**src/rtl/svo_busif.sv**
```systemverilog
`default_nettype none
// ============================================================================
//  Module   : svo_busif
//  Purpose  : Z80 bus interface for the text video card. Synchronises the
//             asynchronous Z80 strobes onto the pixel clock, holds the cursor
//             (X/Y) and attribute registers, and turns DATA / CLEAR writes
//             into a 29-bit command stream buffered in a small FIFO.
//  Ports    : clk, reset          pixel clock, async active-high reset
//             ncs, nwr, nrd       Z80 strobes (active-low, asynchronous)
//             addr, data_in       Z80 register address / write data
//             data_out, data_oe   read data and bus-drive enable
//             cmd_tvalid/tready/tdata  command stream
//                                 {clr, y[4:0], x[6:0], attr[7:0], char[7:0]}
//             fifo_full           command FIFO holds FIFO_DEPTH entries
//  Options  : SVO_BUSIF_AUTOINC_EN - DATA writes advance the cursor
//  Revision : 1.0  initial release
// ============================================================================
module svo_busif #(
   parameter int COLS       = 80,
   parameter int ROWS       = 30,
   parameter int FIFO_DEPTH = 16
) (
   input  logic        clk,
   input  logic        reset,
   input  logic        ncs,
   input  logic        nwr,
   input  logic        nrd,
   input  logic [3:0]  addr,
   input  logic [7:0]  data_in,
   output logic [7:0]  data_out,
   output logic        data_oe,
   output logic        cmd_tvalid,
   input  logic        cmd_tready,
   output logic [28:0] cmd_tdata,
   output logic        fifo_full
);

   localparam int         c_AW   = $clog2(FIFO_DEPTH);
   localparam logic [6:0] c_XMAX = 7'(COLS - 1);
   localparam logic [4:0] c_YMAX = 5'(ROWS - 1);

   // ---------------------------------------------------------------- sync
   logic [1:0] r_ncs_s, r_nwr_s, r_nrd_s;
   logic [3:0] r_addr;
   logic [7:0] r_din;
   logic       r_wr_act_d, r_rd_act_d;
   logic       w_wr_act, w_rd_act, w_wr_pulse, w_rd_pulse;

   // Synchronisers reset to the idle (high) level so a strobe already low
   // when reset releases is seen as a fresh assertion, never a stale one.
   always_ff @(posedge clk or posedge reset) begin
      if (reset) begin
         r_ncs_s    <= 2'b11;
         r_nwr_s    <= 2'b11;
         r_nrd_s    <= 2'b11;
         r_addr     <= 4'd0;
         r_din      <= 8'd0;
         r_wr_act_d <= 1'b0;
         r_rd_act_d <= 1'b0;
      end else begin
         r_ncs_s    <= {r_ncs_s[0], ncs};
         r_nwr_s    <= {r_nwr_s[0], nwr};
         r_nrd_s    <= {r_nrd_s[0], nrd};
         r_addr     <= addr;
         r_din      <= data_in;
         r_wr_act_d <= w_wr_act;
         r_rd_act_d <= w_rd_act;
      end
   end

   assign w_wr_act   = ~r_ncs_s[1] & ~r_nwr_s[1];
   assign w_rd_act   = ~r_ncs_s[1] & ~r_nrd_s[1];
   assign w_wr_pulse = w_wr_act & ~r_wr_act_d;
   assign w_rd_pulse = w_rd_act & ~r_rd_act_d;

   // ---------------------------------------------------------------- FIFO
   logic [28:0]   r_mem [FIFO_DEPTH];
   logic [c_AW:0] r_wptr, r_rptr;
   logic          w_full, w_empty, w_push_req, w_push, w_pop;
   logic [28:0]   w_push_data;

   assign w_empty = (r_wptr == r_rptr);
   assign w_full  = (r_wptr[c_AW] != r_rptr[c_AW]) &&
                    (r_wptr[c_AW-1:0] == r_rptr[c_AW-1:0]);
   // Full is judged on the current occupancy only: a same-cycle pop does
   // not make room for the push.
   assign w_push  = w_push_req & ~w_full;
   assign w_pop   = ~w_empty & cmd_tready;

   always_ff @(posedge clk) begin
      if (w_push)
         r_mem[r_wptr[c_AW-1:0]] <= w_push_data;
   end

   assign cmd_tvalid = ~w_empty;
   assign cmd_tdata  = r_mem[r_rptr[c_AW-1:0]];
   assign fifo_full  = w_full;

   // ------------------------------------------------------- write decode
   logic [6:0] r_x;
   logic [4:0] r_y;
   logic [7:0] r_attr;
   logic       r_overflow;
   logic [6:0] w_x_wr;
   logic [4:0] w_y_wr;
   logic [7:0] w_rd_mux;

   assign w_x_wr = (32'(r_din[6:0]) >= COLS) ? c_XMAX : r_din[6:0];
   assign w_y_wr = (32'(r_din[4:0]) >= ROWS) ? c_YMAX : r_din[4:0];

   always_comb begin
      w_push_req  = 1'b0;
      w_push_data = '0;
      if (w_wr_pulse) begin
         case (r_addr)
            4'd3: begin
               w_push_req  = 1'b1;
               w_push_data = {1'b0, r_y, r_x, r_attr, r_din};
            end
            4'd4: begin
               if (r_din[0]) begin
                  w_push_req  = 1'b1;
                  w_push_data = {1'b1, 5'd0, 7'd0, r_attr, 8'h20};
               end
            end
            default: ;
         endcase
      end
   end

   always_comb begin
      case (r_addr)
         4'd2:    w_rd_mux = r_attr;
         4'd5:    w_rd_mux = {4'b0, 1'b0, r_overflow, w_empty, w_full};
         4'd6:    w_rd_mux = {1'b0, r_x};
         4'd7:    w_rd_mux = {3'b0, r_y};
         default: w_rd_mux = 8'hFF;
      endcase
   end

   always_ff @(posedge clk or posedge reset) begin
      if (reset) begin
         r_x        <= 7'd0;
         r_y        <= 5'd0;
         r_attr     <= 8'h0F;
         r_overflow <= 1'b0;
         data_out   <= 8'h00;
         data_oe    <= 1'b0;
         r_wptr     <= '0;
         r_rptr     <= '0;
      end else begin
         if (w_wr_pulse) begin
            case (r_addr)
               4'd0: r_x    <= w_x_wr;
               4'd1: r_y    <= w_y_wr;
               4'd2: r_attr <= r_din;
               4'd3: begin
`ifdef SVO_BUSIF_AUTOINC_EN
                  // Cursor advances whether or not the push was accepted.
                  if (r_x == c_XMAX) begin
                     r_x <= 7'd0;
                     r_y <= (r_y == c_YMAX) ? 5'd0 : r_y + 5'd1;
                  end else begin
                     r_x <= r_x + 7'd1;
                  end
`endif
               end
               4'd4: begin
                  if (r_din[0]) begin
                     r_x <= 7'd0;
                     r_y <= 5'd0;
                  end
               end
               default: ;
            endcase
         end

         // STATUS read returns the old overflow bit (captured via the mux
         // this cycle) and clears it; a simultaneous drop re-sets it.
         if (w_rd_pulse && r_addr == 4'd5)
            r_overflow <= 1'b0;
         if (w_push_req && w_full)
            r_overflow <= 1'b1;

         if (w_rd_pulse)
            data_out <= w_rd_mux;
         data_oe <= w_rd_act;

         if (w_push)
            r_wptr <= r_wptr + 1'b1;
         if (w_pop)
            r_rptr <= r_rptr + 1'b1;
      end
   end

endmodule
`default_nettype wire

```
**config.mk**
```make
export PLATFORM = sky130hd
export DESIGN_NAME = svo_busif
export DESIGN_NICKNAME = d
export VERILOG_FILES = /design/src/rtl/svo_busif.sv
export SDC_FILE = /design/constraint.sdc
export NUM_CORES = 1
export LEC_CHECK = 0
export BUFFER_PORTS_ARGS = -buffer_cell sky130_fd_sc_hd__buf_2
export CAP_MARGIN = 20
export CELL_PAD_IN_SITES_DETAIL_PLACEMENT = 1
export CELL_PAD_IN_SITES_GLOBAL_PLACEMENT = 1
export CORE_ASPECT_RATIO = 0.6
export CORE_MARGIN = 2
export CORE_UTILIZATION = 59
export DETAILED_ROUTE_END_ITERATION = 7
export PLACE_DENSITY = 0.86
export SLEW_MARGIN = 20
export SYNTH_ARGS = -nofsm -noshare
export SYNTH_HDL_FRONTEND = slang
export SYNTH_SLANG_ARGS = --single-unit
```
**constraint.sdc**
```tcl
create_clock -name clk -period 7.78 [get_ports clk]
set_input_delay 1.556 -clock clk [delete_from_list [all_inputs] [get_ports clk]]
set_output_delay 1.556 -clock clk [all_outputs]
set_load 0.005 [all_outputs]
```
==> metrics.txt, run 1 <==
finished layout cell area 0.02247 mm^2; Final Hold Fails 0; Worst Hold Endpoint r_nrd_s[1]; first-pass GRT wire length 74,470 um; CP Class flip-flop to output port; Post-synth ARST share 11.28%; Routed WL per cell 33.02 um; RSZ-0062 raised after global routing no; Synth Flop Type edfxtp_1; Post-Syn Area per Cell 20.60 um^2; final setup vio count 0; clock sink total 523; number of buffers created by CTS 46; Peak VDD IR 0.2210 mV; row cnt 52; Util after Layout 66.68%; post-synth top area share 69.03%; fin. max-slew vios 0; dpl hpwl 27,500 um; commonest non-fill, non-tap cell in the layout edfxtp_1; HP Class flip-flop to flip-flop; DR vias/cell 6.638; Worst-path clk slew 0.06 ns; Final ANT Viol Nets 0; die height 147.3 um; worst reg2reg startpoint r_rptr[1]; die width 242.8 um; Post-Place Cells 1,457; Max-Cap Viols 0; GRT Util Overall 29.29%; Slew headroom 22.31%; clk root buf clkbuf_16; worst skew pair latency 0.57 ns; Initial Util 59.89%; cts hold-fix bufs 0; Cells on Worst Hold Path 0; post-synth net total 1,003; H-tree depth 2; Residual DRC 0; placed cell areas 0.02096 mm^2; Setup TNS Final 0 ns; drt first pass iters 5; register area 0.01543 mm^2; status finished clean; Arr. time, crit path 3.44 ns; CP Max Fanout 70; fin crit share 64.18%; sequential area share after synthesis 76.41%; Max Clock Freq 200.3 MHz; Final Hold Slack 0.3547 ns; DRT iter0 DRCs 1,239; Synth Instances 980; grt total ovfl 0; area occupied by multi-input gates 0.004583 mm^2; FF-to-FF End r_mem[7][8]; ratio of cells with drive above 1 in the final layout 27.81%; Post-synth EDFFs 464; Synth area leader edfxtp_1; nets@finish 1,071; worst-case reg-to-reg path depth 5; cts repair resizes 0; Antenna Cells 0; commonest cells after routing, fill and taps aside edfxtp_1 (464), mux4_2 (116), a22oi_1 (58); area grow syn2layout 11.34%; Core Area 0.03370 mm^2; postcts setup bufs 0; Clock Path Buffers 3; mapped cell area 0.02018 mm^2; flops & latches, synth 523; Synth area leaders edfxtp_1 (69%), mux4_2 (13%), dfrtp_1 (6.1%); critical path startpoint r_rptr[1]; IO Port Bufs 57; Startpoint Class flip-flop; WP data required 6.22 ns; r2r setup slk 4.16 ns; Final Critical Period 4.993 ns; gp weighted congestion 0.8051; vias in the first global route 10,940; Distinct cells, synth 49; yosys warns 0; PwrDens 304.2 mW/mm^2; Post-Layout Cell Count 1,545; full die area 0.03575 mm^2; Total Wirelength 51,010 um; Filler Cell Count 2,743; Lkg Pwr 8.102 nW; initial antenna violation count 3; Clock Skew 0.02402 ns; CTS tree done; Worst Tran Pin Value 1.165 ns; total number of vias 10,260; CP Capture Type output port; largest net degree at the start of global routing 71; I/O pin total 58; hold path start r_nrd_s[0]
worst max-delay path by stage:
stage | endpoint | cells past startpoint
2_1_floorplan | r_mem[15][0] | 3
3_3_place_gp | cmd_tdata[21] | 5
3_5_place_dp | cmd_tdata[21] | 5
4_1_cts | cmd_tdata[21] | 5
5_1_grt | cmd_tdata[15] | 5
6_report | cmd_tdata[21] | 5
cells in the mapped netlist (all sizes together) (2+ instances only):
cell type / count
mux2i: 4
xor2: 12
ha: 5
a211oi: 3
o21ai: 9
dfrtp: 49
inv: 5
a22o: 6
nor2: 21
xnor2: 2
and2: 34
dfstp: 10
nor3: 3
mux2: 12
nand2b: 6
nor4: 3
mux4: 116
buf: 23
nand2: 48
a32oi: 3
a31oi: 3
nand3: 6
a22oi: 58
edfxtp: 464
nor2b: 6
clkbuf: 26
or3: 2
a21oi: 14
and3: 13
nand4: 4
layout make-up:
type                            instances  area share, %
Clock buffer                           66          5.546
Clock inverter                         20         0.8519
Inverter                                5        0.08352
Multi-Input combinational cell        403          20.40
Sequential cell                       523          68.66
Tap cell                              459          2.556
Timing Repair Buffer                   69          1.904
sequential cells by signal, summed over array words and instances (netlist names), 4 cells and up:
name      count
data_out      8
r_mem       464
r_x           7
r_wptr        5
r_addr        4
r_din         8
r_y           5
r_rptr        5
r_attr        8
critical path, cell delays in order (launching register included):
cell and delay, ns:
dfrtp_4 1.12, buf_4 0.77, mux4_2 0.41, a22oi_1 0.23
nand2_1 0.15, buf_2 0.16
cell families after synthesis:
| kind of cell | count (synthesis) | synth area share (%) |
|---|---|---|
| flops | 523 | 76.41 |
| xor+xnor | 14 | 0.6075 |
| fa+ha+maj | 5 | 0.3100 |
| mux | 132 | 13.81 |
| compound gates | 99 | 3.465 |
| simple gates | 153 | 4.110 |
| buf+inv | 54 | 1.283 |
metal layers:
| metal | part of all wire [%] | track usage [%] | up-vias |
|---|---|---|---|
| met5 | 0.045 | 0 | - |
| li1 | - | - | 4148 |
| met4 | 2.1 | 7.209 | 4 |
| met3 | 8.3 | 5.700 | 95 |
| met2 | 48 | 46.06 | 528 |
| met1 | 42 | 43.37 | 5481 |
where the power goes:
part	internal (mW)	switching, mW
Clock	1.22	1.00
Combinational	0.632	0.722
Sequential	3.08	0.185
Total	4.93	1.91
through the flow:
stage | worst slack (ns) | power (mW)
2_1_floorplan | 4.058 | 4.182
3_3_place_gp | 3.354 | 4.604
3_5_place_dp | 3.304 | 4.650
4_1_cts | 2.688 | 6.841
5_1_grt | 2.607 | 7.057
6_report | 2.787 | 6.837
(Power assumes the default switching activity.)
==> run 2: changes to the inputs <==
CORE_UTILIZATION = 55   (was 59)
PLACE_DENSITY = 0.81   (was 0.86)
clock period = 4.8 ns   (was 7.78 ns; I/O delays follow)
==> run 2 against run 1 <==
Total power is 67% higher. Count of clock-buffer cells in the layout fell by 13. Critical path depth stayed put. Hold slack better by 0.0039 ns. Clock skew down 0.012 ns. First-iteration DRC count down 6.1%. Die area rose by 7.1%. Wire length fell by 1.9%. Cell count up 1.4%. Sequential share of layout area is 0.74 points lower. Largest power group unchanged.
==> metrics.txt, run 2 (synthesis gave the netlist of run 1 again) <==
Filler Cell Count 3,005 (+9.6%); commonest non-fill, non-tap cell in the layout edfxtp_1; placed cell areas 0.02103 mm^2 (+0.33%); largest net degree at the start of global routing 95 (+34%); clock sink total 523 (unchanged); HP Class flip-flop to flip-flop; total number of vias 10,140 (-1.2%); GRT Util Overall 27.08% (-2.2 points); CP Max Fanout 33 (-53%); Routed WL per cell 31.96 um (-3.2%); Cells on Worst Hold Path 0 (unchanged); Core Area 0.03621 mm^2 (+7.5%); clk root buf clkbuf_16; Arr. time, crit path 2.96 ns (-0.48 ns); row cnt 54 (+3.8%); PwrDens 503.9 mW/mm^2 (+66%); layer with the highest usage met2; die width 251.3 um (+3.5%); fin crit share 81.63%; Clock Skew 0.01169 ns (-0.01233 ns); ratio of cells with drive above 1 in the final layout 29.08% (+1.3 points); Final ANT Viol Nets 0 (unchanged); Final Hold Fails 0 (unchanged); hold path start r_ncs_s[0]; I/O pin total 58 (unchanged); CP Class flip-flop to output port; Clock Path Buffers 3 (unchanged); Final Hold Slack 0.3586 ns (+0.003899 ns); H-tree depth 2 (unchanged); Slew headroom 24.82% (+2.5 points); met2 Resource Use GR 42.29% (-3.8 points); Antenna Cells 0 (unchanged); Total Wirelength 50,050 um (-1.9%); Lkg Pwr 8.210 nW (+1.3%); commonest cells after routing, fill and taps aside edfxtp_1 (464), mux4_2 (116), a22oi_1 (58); Worst-path clk slew 0.07 ns (about the same); cts hold-fix bufs 0 (unchanged); CP Capture Type output port; worst skew pair latency 0.56 ns (about the same); CTS tree done; Setup TNS Final 0 ns (unchanged); status finished clean; Power Total 11.45 mW (+67%); IO Port Bufs 57 (unchanged); dpl hpwl 27,180 um (-1.2%); number of flip-flops in the largest register 464 (unchanged); Final Critical Period 3.918 ns; grt total ovfl 0 (unchanged); Worst path slowest cell dfrtp_4; r2r setup slk 1.29 ns (-2.87 ns); M1 GR Usage 39.90% (-3.5 points); nets@finish 1,075 (+0.37%); Largest stage delay, worst path 0.87 ns (-0.25 ns); met3 usage 5.518% (-0.18 points); Initial Util 55.73% (-4.2 points); initial antenna violation count 0 (-3); finished layout cell area 0.02272 mm^2 (+1.1%); Residual DRC 0 (unchanged); DR vias/cell 6.472 (-2.5%); WP data required 3.84 ns (-2.38 ns); Peak VDD IR 0.3817 mV (+73%); postcts setup bufs 0 (unchanged); worst-case reg-to-reg path depth 5 (unchanged); fin. max-slew vios 0 (unchanged); worst reg2reg startpoint r_addr[2]; number of buffers created by CTS 47 (+2.2%); DRT iter0 DRCs 1,163 (-6.1%); area grow syn2layout 12.55%; Max-Cap Viols 0 (unchanged); Largest delay share family, worst path flip-flops; gp weighted congestion 0.7852 (-2.5%); full die area 0.03830 mm^2 (+7.1%); drt first pass iters 5 (unchanged); RSZ-0062 raised after global routing no; Worst Hold Endpoint r_ncs_s[1]; Max Clock Freq 255.2 MHz; Worst Tran Pin Value 1.128 ns (-0.03775 ns); WP buf/inv 2 (unchanged); cts repair resizes 0 (unchanged); FF-to-FF End r_mem[5][13]; Startpoint Class flip-flop; first-pass GRT wire length 74,240 um (-0.31%); CP cell instances buf_4 -> mux4_2 -> a22oi_1 -> nand2_1 -> buf_2; die height 152.4 um (+3.5%); vias in the first global route 10,860 (-0.70%); final setup vio count 0 (unchanged)
==> run 2: cell count changes in the layout (fill, tap and decap cells not counted), sizes merged <==
cell / change
clkinvlp: +3
inv: -2
bufinv: +4
clkbuf: -13
clkinv: +9
buf: +3
==> run 2: layout make-up <==
class                      instances  area [um^2]  area share (%)
sequential                       523        15430           67.92
clock buffer                      53         1241           5.464
tap                              476        595.6           2.622
inverter                           5        18.77         0.08262
clock inverter                    34        349.1           1.537
timing repair buffer              72        488.0           2.148
multi-input combinational        403         4594           20.22
==> run 2: worst max-delay path by stage <==
stage,start,end,slack (ns),cells after the start
3_5_place_dp,r_addr[2],r_mem[7][19],1.42,5
4_1_cts,r_rptr[0],cmd_tdata[27],0.77,5
3_3_place_gp,r_rptr[0],cmd_tdata[7],1.49,5
2_1_floorplan,r_addr[3],r_mem[15][0],1.08,3
5_1_grt,r_rptr[0],cmd_tdata[27],0.67,5
6_report,r_rptr[0],cmd_tdata[27],0.88,5
==> run 2: worst reg2reg max path: cells and delay by family (launching register included) <==
family | cells | cell delay (ns)
AND/OR/NAND/NOR | 2 | 1.30
flip-flops | 1 | 0.86
AO/OA/AOI/OAI | 2 | 0.77
buffers and inverters | 1 | 0.30
==> run 2: power by group <==
group / total (mW) / switching (mW) / internal [mW]
sequential: 5.25 / 0.269 / 4.98
clock: 3.91 / 1.67 / 2.24
combinational: 2.28 / 1.20 / 1.08
total: 11.4 / 3.14 / 8.30
==> run 2: layer usage <==
layer	wire length, um	vias up
li1	-	4164
met1	20950	5456
met2	24240	447
met3	3929	68
met4	926	0
met5	0	-
==> run 2: stage by stage <==
stage	util, %	worst slack [ns]	instances
floorplan	-	1.078	980
global placement	58.04	1.492	1476
CTS	62.46	0.7693	1563
global route	62.73	0.6720	1566
finish	62.73	0.8820	1566
detailed placement	58.07	1.417	1476
==> run 3: changes to the inputs <==
clock period = 3.9 ns   (was 4.8 ns; I/O delays follow)
==> run 3 against run 2 <==
Wire length fell by 3.0%. First-iteration DRC count fell by 19%. Clock skew rose by 0.0089 ns. Total power rose by 19%.
==> metrics.txt, run 3 (synthesis gave the netlist of run 1 again) <==
worst slack, placed 0.8390 ns (-0.5777 ns); placed cell areas 0.02121 mm^2 (+0.87%); Final ANT Viol Nets 0 (unchanged); Worst-path clk slew 0.07 ns (about the same); Core Area 0.03621 mm^2 (unchanged); Max Clock Freq 278.7 MHz; Residual DRC 0 (unchanged); Routed WL per cell 30.72 um (-3.9%); CTS tree done; Largest stage delay, worst path 0.63 ns (-0.24 ns); CP Capture Type output port; clock sink total 523 (unchanged); status finished clean; DR vias/cell 6.424 (-0.74%); cts repair resizes 0 (unchanged); finished layout cell area 0.02265 mm^2 (-0.28%); DRT iter0 DRCs 946 (-19%); commonest cells after routing, fill and taps aside edfxtp_1 (464), mux4_2 (116), a22oi_1 (58); Peak VDD IR 0.4104 mV (+7.5%); Util after Layout 62.55% (-0.18 points); number of flip-flops in the largest register 464 (unchanged); Max-Cap Viols 0 (unchanged); Lkg Pwr 8.223 nW (+0.16%); CP cell instances buf_4 -> mux4_2 -> a22oi_1 -> nand2_1 -> buf_2; Final Critical Period 3.588 ns; CP Class flip-flop to output port; total number of vias 10,150 (+0.15%); number of buffers created by CTS 46 (-2.1%); nets@finish 1,092 (+1.6%); HP Class primary input to async pin; Initial Util 55.73% (unchanged); FF-to-FF End r_mem[11][13]; Filler Cell Count 2,962 (-1.4%); row cnt 54 (unchanged); Antenna Cells 0 (unchanged); first-pass GRT wire length 72,490 um (-2.4%); die width 251.3 um (unchanged); RSZ-0062 raised after global routing no; grt total ovfl 0 (unchanged); cts hold-fix bufs 0 (unchanged); r2r setup slk 0.78 ns (-0.51 ns); ratio of cells with drive above 1 in the final layout 29.17% (+0.084 points); PwrDens 602.7 mW/mm^2 (+20%); I/O pin total 58 (unchanged); IO Port Bufs 57 (unchanged); GRT Util Overall 26.09% (-0.99 points); clk root buf clkbuf_16; worst setup path end cmd_tdata[28]; die height 152.4 um (unchanged); Final Hold Fails 0 (unchanged); commonest non-fill, non-tap cell in the layout edfxtp_1; Worst Tran Pin Value 0.9582 ns (-0.1694 ns); initial antenna violation count 0 (unchanged); vias in the first global route 10,970 (+1.0%); Post-Place Cells 1,497 (+1.4%); WP data required 3.12 ns (-0.72 ns); postcts setup bufs 0 (unchanged); Clock Skew 0.02061 ns (+0.008917 ns); fin. max-slew vios 0 (unchanged); Post-Layout Cell Count 1,580 (+0.89%); Setup TNS Final 0 ns (unchanged); critical path startpoint r_rptr[0]; Startpoint Class flip-flop; Worst path slowest cell dfrtp_4; worst skew pair latency 0.56 ns (about the same); worst-case reg-to-reg path depth 5 (unchanged); drt first pass iters 5 (unchanged); Clock Path Buffers 3 (unchanged); Setup WS post-layout 0.3120 ns (-0.5699 ns); dpl hpwl 29,400 um (+8.2%); Slew headroom 35.64% (+11 points); gp weighted congestion 0.7875 (+0.29%); final setup vio count 0 (unchanged); area grow syn2layout 12.24%; largest net degree at the start of global routing 43 (-55%); Total Wirelength 48,530 um (-3.0%); H-tree depth 2 (unchanged); CP Max Fanout 22 (-33%); Arr. time, crit path 2.81 ns (-0.15 ns); fin crit share 92.00%; worst reg2reg startpoint r_rptr[0]; full die area 0.03830 mm^2 (unchanged)
==> run 3: metal layers <==
layer	GRT usage (%)	share of wire (%)
met1	37.05	41
met2	42.69	50
met3	4.373	6.8
met4	7.228	2.5
met5	0	0
==> run 3: area by class of cell <==
cell class                      count  area, um^2  share of cell area [%]
Clock inverter                     22       150.1                  0.6628
Sequential cell                   523       15430                   68.11
Timing Repair Buffer               90       595.6                   2.629
Clock buffer                       61        1291                   5.700
Multi-Input combinational cell    403        4572                   20.18
Inverter                            5       18.77                 0.08285
Tap cell                          476       595.6                   2.629
==> run 3: worst min path at each step <==
stage	start	to	slack (ns)
final	reset	r_din[0]	0.22
after global routing	reset	r_wptr[3]	0.25
after CTS	reset	r_din[0]	0.22
after detailed placement	r_nwr_s[0]	r_nwr_s[1]	0.35
after global placement	r_nrd_s[0]	r_nrd_s[1]	0.35
after floorplan	r_ncs_s[0]	r_ncs_s[1]	0.35
==> run 3: critical path, delay by kind of cell, from the launching register on <==
kind,cells,cell delay (ns)
DFF,1,0.63
buffers and inverters,2,0.62
muxes,1,0.56
AOI/OAI and AO/OA,1,0.28
and+or+nand+nor,1,0.14
==> run 3: where the power goes <==
group / total [mW] / internal (mW) / switching (mW)
registers: 6.41 / 6.14 / 0.276
clock network: 4.42 / 2.45 / 1.96
logic: 2.82 / 1.31 / 1.51
total: 13.7 / 9.90 / 3.75
==> run 3: per-stage QoR <==
step           power [mW]  hold slack [ns]
2_1_floorplan       8.343           0.3452
3_3_place_gp        9.315           0.3460
3_5_place_dp        9.379           0.3490
4_1_cts             13.77           0.2157
5_1_grt             14.17           0.2473
6_report            13.65           0.2201
